File: config.mk
export PLATFORM = sky130hd
export DESIGN_NAME = aes_iter_ctrl
export DESIGN_NICKNAME = d
export VERILOG_FILES = /design/src/rtl/aes_iter_ctrl.sv
export SDC_FILE = /design/constraint.sdc
export NUM_CORES = 1
export LEC_CHECK = 0
export BUFFER_PORTS_ARGS = -buffer_cell sky130_fd_sc_hd__buf_2
export CAP_MARGIN = 5
export CORE_AREA = 2 2 357 359
export CTS_CLUSTER_DIAMETER = 200
export CTS_CLUSTER_SIZE = 10
export DETAILED_ROUTE_END_ITERATION = 6
export DIE_AREA = 0 0 359 361
export PLACE_DENSITY = 0.34
export SLEW_MARGIN = 10
export SYNTH_ARGS = -nofsm -noshare
export SYNTH_HDL_FRONTEND = slang
export SYNTH_SLANG_ARGS = --single-unit
File: constraint.sdc
create_clock -name clk -period 3.26 [get_ports clk]
set_input_delay 0.815 -clock clk [delete_from_list [all_inputs] [get_ports clk]]
set_output_delay 0.815 -clock clk [all_outputs]
set_load 0.1 [all_outputs]
File: src/rtl/aes_iter_ctrl.sv
// Iterative AES-128 controller: sequences a shared round/key-expansion datapath over NR rounds.
// Latency: 11 cycles from the accept edge to the first out_valid cycle; one block in flight, 12-cycle minimum period.
// Backpressure: ciphertext held in DONE until out_ready; in_ready stays low while a block is in flight.
module aes_iter_ctrl #(
    parameter int NR = 10
) (
    input  logic         clk,
    input  logic         rst,
    input  logic         in_valid,
    output logic         in_ready,
    input  logic [127:0] in_text,
    input  logic [127:0] in_key,
    output logic [127:0] rnd_state,
    output logic [127:0] rnd_key,
    output logic [7:0]   rnd_rcon,
    output logic         rnd_final,
    output logic [3:0]   rnd_idx,
    input  logic [127:0] rk_nxt,
    input  logic [127:0] rnd_state_nxt,
    output logic         out_valid,
    input  logic         out_ready,
    output logic [127:0] out_text,
    output logic         busy
);

    localparam logic [3:0] NR_L = 4'(NR);

    typedef enum logic [1:0] {
        IDLE = 2'd0,
        RUN  = 2'd1,
        DONE = 2'd2
    } fsm_t;

    fsm_t         fsm_q;
    fsm_t         fsm_d;
    logic [127:0] state_q;
    logic [127:0] key_q;
    logic [7:0]   rcon_q;
    logic [3:0]   round_q;
    logic         accept;
    logic         last_round;

    // GF(2^8) doubling used to step the round constant.
    function automatic logic [7:0] xtime(input logic [7:0] x);
        return {x[6:0], 1'b0} ^ (x[7] ? 8'h1b : 8'h00);
    endfunction

    assign last_round = (round_q == NR_L);

    // Registered state and key feed the shared datapath; the ciphertext is the state register itself.
    assign rnd_state = state_q;
    assign rnd_key   = key_q;
    assign rnd_rcon  = rcon_q;
    assign out_text  = state_q;

    // Next-state and control decode; outputs depend on registered state (and rst) only.
    always_comb begin
        fsm_d     = fsm_q;
        in_ready  = 1'b0;
        out_valid = 1'b0;
        busy      = 1'b0;
        rnd_final = 1'b0;
        rnd_idx   = 4'd0;
        accept    = 1'b0;
        if (!rst) begin
            busy = (fsm_q != IDLE);
            case (fsm_q)
                IDLE: begin
                    in_ready = 1'b1;
                    if (in_valid) begin
                        accept = 1'b1;
                        fsm_d  = RUN;
                    end
                end
                RUN: begin
                    rnd_idx   = round_q;
                    rnd_final = last_round;
                    if (last_round) begin
                        fsm_d = DONE;
                    end
                end
                DONE: begin
                    out_valid = 1'b1;
                    if (out_ready) begin
                        fsm_d = IDLE;
                    end
                end
                default: fsm_d = IDLE;
            endcase
        end
    end

    // FSM, cipher state, round key, round constant and round counter registers.
    always_ff @(posedge clk) begin
        if (rst) begin
            fsm_q   <= IDLE;
            state_q <= '0;
            key_q   <= '0;
            rcon_q  <= 8'h00;
            round_q <= 4'd0;
        end else begin
            fsm_q <= fsm_d;
            if (accept) begin
                // Initial AddRoundKey is folded into the load.
                state_q <= in_text ^ in_key;
                key_q   <= in_key;
                rcon_q  <= 8'h01;
                round_q <= 4'd1;
            end else if (fsm_q == RUN) begin
                state_q <= rnd_state_nxt;
                key_q   <= rk_nxt;
                rcon_q  <= xtime(rcon_q);
                round_q <= last_round ? 4'd0 : (round_q + 4'd1);
            end
        end
    end

endmodule

==> results.ini, run 1 <==
[clocking]
htreeDepth=1
path_clk_slew_ns=0.07
cts_num_sinks=270
cts_tree=yes
cts_setup_buffers=0
cts_buffers=30
insertion_delay_ns=0.62
cts_max_path_buffers=3
cts_root_buf=clkbuf_16

[sta]
worstMarginPinSlew_ns=1.04
rsz0062_at_grt=no
slew_violations=0
fin_crit_sh=0.911
finalCriticalPeriod_ns=2.97
max_freq_mhz=337
hold_viol=0
fin_skew_ns=0.0119
setup_tns_ns=0
setup_ws_ns=0.290
relSlewSlack=0.305
finalSetupViolCount=0

[yosys]
synth_area_leaders=dfxtp_1, a311oi_1, nand2_1
synth.avg_cell_area_um2=7.74
yosysTopAreaCell=dfxtp_1
synth_ff_type=dfxtp_1
syn_inst=1762
seq_area_frac_synth=0.396
synth_edf_count=0
synth.cell_area_mm2=0.0136
ys_warn_count=0
synth.top_cell.area_share=0.396
synth_nets=2278
async_flop_share=0
yosysUniqueCellTypes=30
ys_seq_elements=270

[run_status]
status=finished, final reports clean

[worst_setup_path]
cp_cell_sequence=nand2b_4 -> nor2_1 -> buf_4 -> and2_2 -> buf_12
cpMaxStageDelayCell=dfxtp_1
cp_slowest_stage_delay_ns=0.58
worstPathArrival_ns=2.15
path_class=register to primary output
path_max_fanout=8
cp_data_required_time_ns=2.44
path_buf_inv=2
crit_family=simple AND/OR/NAND/NOR gates
end_kind=primary output
crit_path_start_kind=register

[layout]
finish.instance_area_mm2=0.0200
areaGrowthSynthToFinish_pct=46.4
nets=2984
fin_util=0.159
drive_above_1_share=0.401

[floorplanning]
fp-row-count=130
die_h_um=361
die_x_um=359
core-area_mm2=0.125
initial_core_util=0.109
ios=916
die_area_mm2=0.130

[placement]
place.gp.congestion=0.844
dp_hpwl_um=59200
io_buffer_count=915
dp_slack_ns=0.402
dpl_cell_area_mm2=0.0192

[power]
p_comb_frac=0.454
p_leak_nw=9.02
power_frac_seq=0.302
p_sw_frac=0.518
ir_worst_vdd_mv=0.406
clkPwrFrac=0.243
intPower_mw=6.28
power_density_mw_per_mm2=652
p_sw_mw=6.75

[global_route]
grt_max_degree=134
grt_use_total=0.110
grt_antenna_before_repair=10
grt_pass1_wl_um=106000
grt_pass1_vias=14500
gr-total-overflow=0

[worst_hold_path]
hold_path.class=primary input to register

[routing]
ant_nets=0
vias_per_cell=3.61
dr.first_iter.drc_count=896
vias=14900
drc=0
drt_first_pass_iters=5
wire_per_inst_um=18.4
routed_wl_um=76000

[flow_run]
maxCapViolations=0

==> sequential cells by signal, indices dropped and copies added, names as in the netlist <==
register and count:
out_text 128, rnd_key 128, rnd_rcon 8, round_q 4, fsm_q 2
==> power by group through the flow <==
stage	Sequential [mW]	Combinational [mW]	Clock, mW
floorplan	6.34	2.44	0
global placement	4.02	5.97	0
detailed placement	4.02	5.96	0
CTS	3.95	5.97	3.37
global route	3.99	6.15	3.44
finish	3.94	5.92	3.17
==> cell families after synthesis <==
kind of cell,after synthesis,share of synthesized area
XOR/XNOR,132,0.0847
flip-flops,270,0.396
AND/OR/NAND/NOR,811,0.227
buffers and inverters,277,0.120
AO/OA/AOI/OAI,271,0.171
multiplexers,1,0.000734
==> worst reg2reg max path, delay by kind of cell, from the launching register on <==
kind	cells	cell delay [ns]
and+or+nand+nor	3	0.60
AOI/OAI and AO/OA	1	0.28
DFF	1	0.58
buffers and inverters	1	0.72
==> area by class of cell <==
type / instances / area, um2
fillers: 14600 / 105000
multi-input cells: 1215 / 6650
flip-flops and latches: 270 / 5410
repair buffers: 951 / 5070
well taps: 1650 / 2060
clock buffers: 31 / 776
diodes: 4 / 10.0
==> worst paths after layout <==
check                   start           to  slack, ns  cells past startpoint
setup / recovery     fsm_q[0]   rnd_idx[2]       0.29                      5
hold / removal     rk_nxt[85]  rnd_key[85]       0.46                      3
setup reg to reg     fsm_q[0]  out_text[4]       0.99                      5
hold reg to reg   rnd_rcon[4]  rnd_rcon[5]       0.48                      2
==> layout by cell type, fill, tap and decap left out, types with 2 or more instances in the layout <==
master,synthesis,final
buf_4,129,26
a311oi_1,256,256
buf_2,81,908
nor2_1,271,270
xnor2_1,3,3
and2_1,4,3
a21oi_1,6,6
nand2_1,521,521
clkbuf_16,0,31
nor3_1,2,2
nand3_1,2,2
a22oi_1,2,2
dfxtp_1,270,270
a211oi_1,3,3
buf_12,0,16
nand3b_1,2,2
o21ai_0,2,2
xor2_1,129,129
diode_2,0,4
==> synth_stat cells, drive strengths merged (2+ instances only) <==
library cell and n:
nand2 522, nor2 271, dfxtp 270, a311oi 256
buf 223, xor2 129, clkbuf 54, a21oi 6
and2 4, a211oi 3, nor3 3, xnor2 3
a22oi 2, nand2b 2, nand3 2, nand3b 2
o21ai 2
==> metal layers <==
metal  vias up  GRT usage  part of all wire
li1       7271          -                 -
met1      6988      0.141              0.44
met2       544      0.179              0.47
met3        85     0.0281             0.066
met4         2     0.0339             0.027
met5         -          0           0.00017
==> through the flow <==
step	total power [mW]	hold WS, ns	cells
floorplan	8.78	0.498	1762
global placement	10.0	0.460	4086
detailed placement	9.98	0.465	4086
CTS	13.3	0.379	4117
global route	13.6	0.410	4121
finish	13.0	0.458	4121
==> timing repair <==
item,CTS,global route
resized for setup,1,0
endpoints found under the setup margin,1,0
hold buffers,0,0
(Power assumes the default switching activity.)
==> inputs of run 2 (changes only) <==
Settings changed: BUFFER_PORTS_ARGS -buffer_cell sky130_fd_sc_hd__buf_2 to not set, DONT_BUFFER_PORTS set to 1, PLACE_DENSITY 0.34 to not set.
==> run 2 against run 1 <==
  * The run now ends with negative setup slack left
  * Routed wire length fell by 7.0%
  * Cell area fell by 21%
  * Die area did not move
  * Sequential power rose by 85%
  * Via count fell by 16%
  * Setup slack got worse by 0.44 ns
  * Core utilization fell by 3.3 points
  * Largest cell class unchanged
  * Largest power group is now registers
==> results.ini, run 2 (synthesis results as in run 1) <==
[sta]
finalSetupViolCount=1  ; was 0
worstMarginPinSlew_ns=1.45  ; was 1.04 ns
hold_viol=0  ; unchanged
relSlewSlack=0.0313  ; was 0.305
max_freq_mhz=293  ; was 337 MHz
slew_violations=0  ; unchanged
setup_ws_ns=-0.150  ; was 0.290 ns
fin_crit_sh=1.05  ; was 0.911
fin_skew_ns=0.0151  ; was 0.0119 ns
setup_tns_ns=-0.150  ; was 0 ns
finalCriticalPeriod_ns=3.41  ; was 2.97 ns
rsz0062_at_grt=no  ; unchanged

[floorplanning]
fp-row-count=130  ; unchanged
core-area_mm2=0.125  ; unchanged
die_x_um=359  ; unchanged
die_h_um=361  ; unchanged
initial_core_util=0.109  ; unchanged
die_area_mm2=0.130  ; unchanged
ios=916  ; unchanged

[routing]
routed_wl_um=70700  ; was 76000 um
ant_nets=0  ; unchanged
drc=0  ; unchanged
dr.first_iter.drc_count=1048  ; was 896
drt_first_pass_iters=5  ; unchanged
wire_per_inst_um=21.8  ; was 18.4 um
vias_per_cell=3.84  ; was 3.61
vias=12500  ; was 14.9k

[worst_setup_path]
path_buf_inv=1  ; was 2
path_max_fanout=266  ; was 8
end_kind=primary output  ; unchanged
crit_family=simple AND/OR/NAND/NOR gates  ; unchanged
cpMaxStageDelayCell=nor4_4  ; was dfxtp_1
reg2regPathDepth=6  ; was 5
reg2reg_from=fsm_q[1]  ; was fsm_q[0]
crit_path_start=rst  ; was fsm_q[0]
path_class=primary input to primary output  ; was register to primary output
r2r_slack_ns=1.08  ; was 0.99 ns
cp_data_required_time_ns=2.44  ; about the same
cp_cell_sequence=nor4_4 -> clkbuf_16  ; was nand2b_4 -> nor2_1 -> buf_4 -> and2_2 -> buf_12
worst-path-stages=2  ; was 5
crit_path_start_kind=primary input  ; was register
r2r-end=out_text[93]  ; was out_text[4]
cp_slowest_stage_delay_ns=1.03  ; was 0.58 ns
cp-endpoint=rnd_final  ; was rnd_idx[2]
worstPathArrival_ns=2.60  ; was 2.15 ns

[global_route]
grt_pass1_wl_um=94700  ; was 106000 um
grt_use_total=0.102  ; was 0.110
use_met1=0.128  ; was 0.141
grt.busiest_layer=met2  ; unchanged
grt_util_met2=0.149  ; was 0.179
grt_pass1_vias=11400  ; was 14.5k
gr-total-overflow=0  ; unchanged
grt_max_degree=267  ; was 134
grt_use_met3=0.0484  ; was 0.0281
grt_antenna_before_repair=28  ; was 10

[clocking]
cts_root_buf=clkbuf_16  ; unchanged
path_clk_slew_ns=0.06  ; was 0.07 ns
cts_num_sinks=270  ; unchanged
insertion_delay_ns=0.61  ; was 0.62 ns
cts_tree=yes  ; unchanged
cts_max_path_buffers=3  ; unchanged
cts_buffers=30  ; unchanged
htreeDepth=1  ; unchanged
cts_hold_buffers=0  ; unchanged

[flow_run]
maxCapViolations=0  ; unchanged

[layout]
areaGrowthSynthToFinish_pct=16.2  ; was 46.4%
nets=2110  ; was 2984
final_cell_mix=nand2_1, nor2_1, a311oi_1  ; was buf_2, nand2_1, nor2_1, dfxtp_1, a311oi_1
final_common_cell=nand2_1  ; was buf_2
drive_above_1_share=0.156  ; was 0.401
fillers=14400  ; was 14.6k

[power]
p_leak_nw=5.25  ; was 9.02 nW
power_density_mw_per_mm2=769  ; was 652 mW/mm2
ir_worst_vdd_mv=0.405  ; was 0.406 mV
power_mw=12.2  ; was 13.0 mW

[placement]
io_buffer_count=0  ; was 915
dp_hpwl_um=55200  ; was 59200 um
place.gp.congestion=0.990  ; was 0.844

[run_status]
failed_checks=negative setup slack
status=complete, but fails checks  ; was finished, final reports clean

[worst_hold_path]
hold_path.class=primary input to register  ; unchanged

[run 2: cell count changes in the layout (fill, tap and decap cells not counted), moves of 3 or more]
cell	previous run	this run
buf_12	16	13
dfxtp_2	0	130
buf_4	26	63
buf_2	908	0
dfxtp_4	0	3
dfxtp_1	270	137
[run 2: timing repair]
action,in CTS,in global routing
gates resized for setup,6,3
setup endpoints to repair,1,1
pin swaps,1,1
endpoints found under the hold margin,0,0
buffers inserted,2,4
cloned,0,0
[run 2: cell type report]
type / instances / area (um2) / area share
tap: 1650 / 2060 / 0.130
timing repair buffer: 77 / 758 / 0.0478
sequential: 270 / 5580 / 0.352
antenna: 4 / 10.0 / 0.000631
clock buffer: 31 / 776 / 0.0489
multi-input combinational: 1215 / 6670 / 0.421
[run 2: metrics by stage]
step / cell area [um2] / hold slack (ns) / cells / setup WS [ns] / utilization
2_1_floorplan: 13700 / 0.498 / 1762 / -0.132 / -
3_3_place_gp: 15000 / 0.466 / 3207 / 0.211 / 0.120
3_5_place_dp: 15000 / 0.469 / 3207 / 0.252 / 0.120
4_1_cts: 15800 / 0.207 / 3239 / -0.00981 / 0.126
5_1_grt: 15800 / 0.234 / 3244 / 0.00962 / 0.126
6_report: 15900 / 0.268 / 3247 / -0.150 / 0.126
[run 2: metal layers]
| layer | up-vias | routed length (um) |
|---|---|---|
| met5 | - | 72 |
| met4 | 12 | 3060 |
| met3 | 165 | 8690 |
| met2 | 864 | 29700 |
| met1 | 5911 | 29200 |
| li1 | 5512 | - |
[run 2: worst min-delay path by stage]
stage | from | endpoint | cells after the start
floorplan | round_q[1] | round_q[1] | 2
global placement | out_text[22] | out_text[22] | 2
detailed placement | out_text[24] | out_text[24] | 2
CTS | rst | out_text[109] | 1
global route | rst | rnd_key[125] | 1
finish | rst | out_text[0] | 1
[run 2: report_power, final]
part	total, mW	leakage [nW]	internal (mW)	switching [mW]
logic	1.81	2.59	0.519	1.29
clock network	3.09	0.382	1.64	1.44
registers	7.29	2.28	3.67	3.61
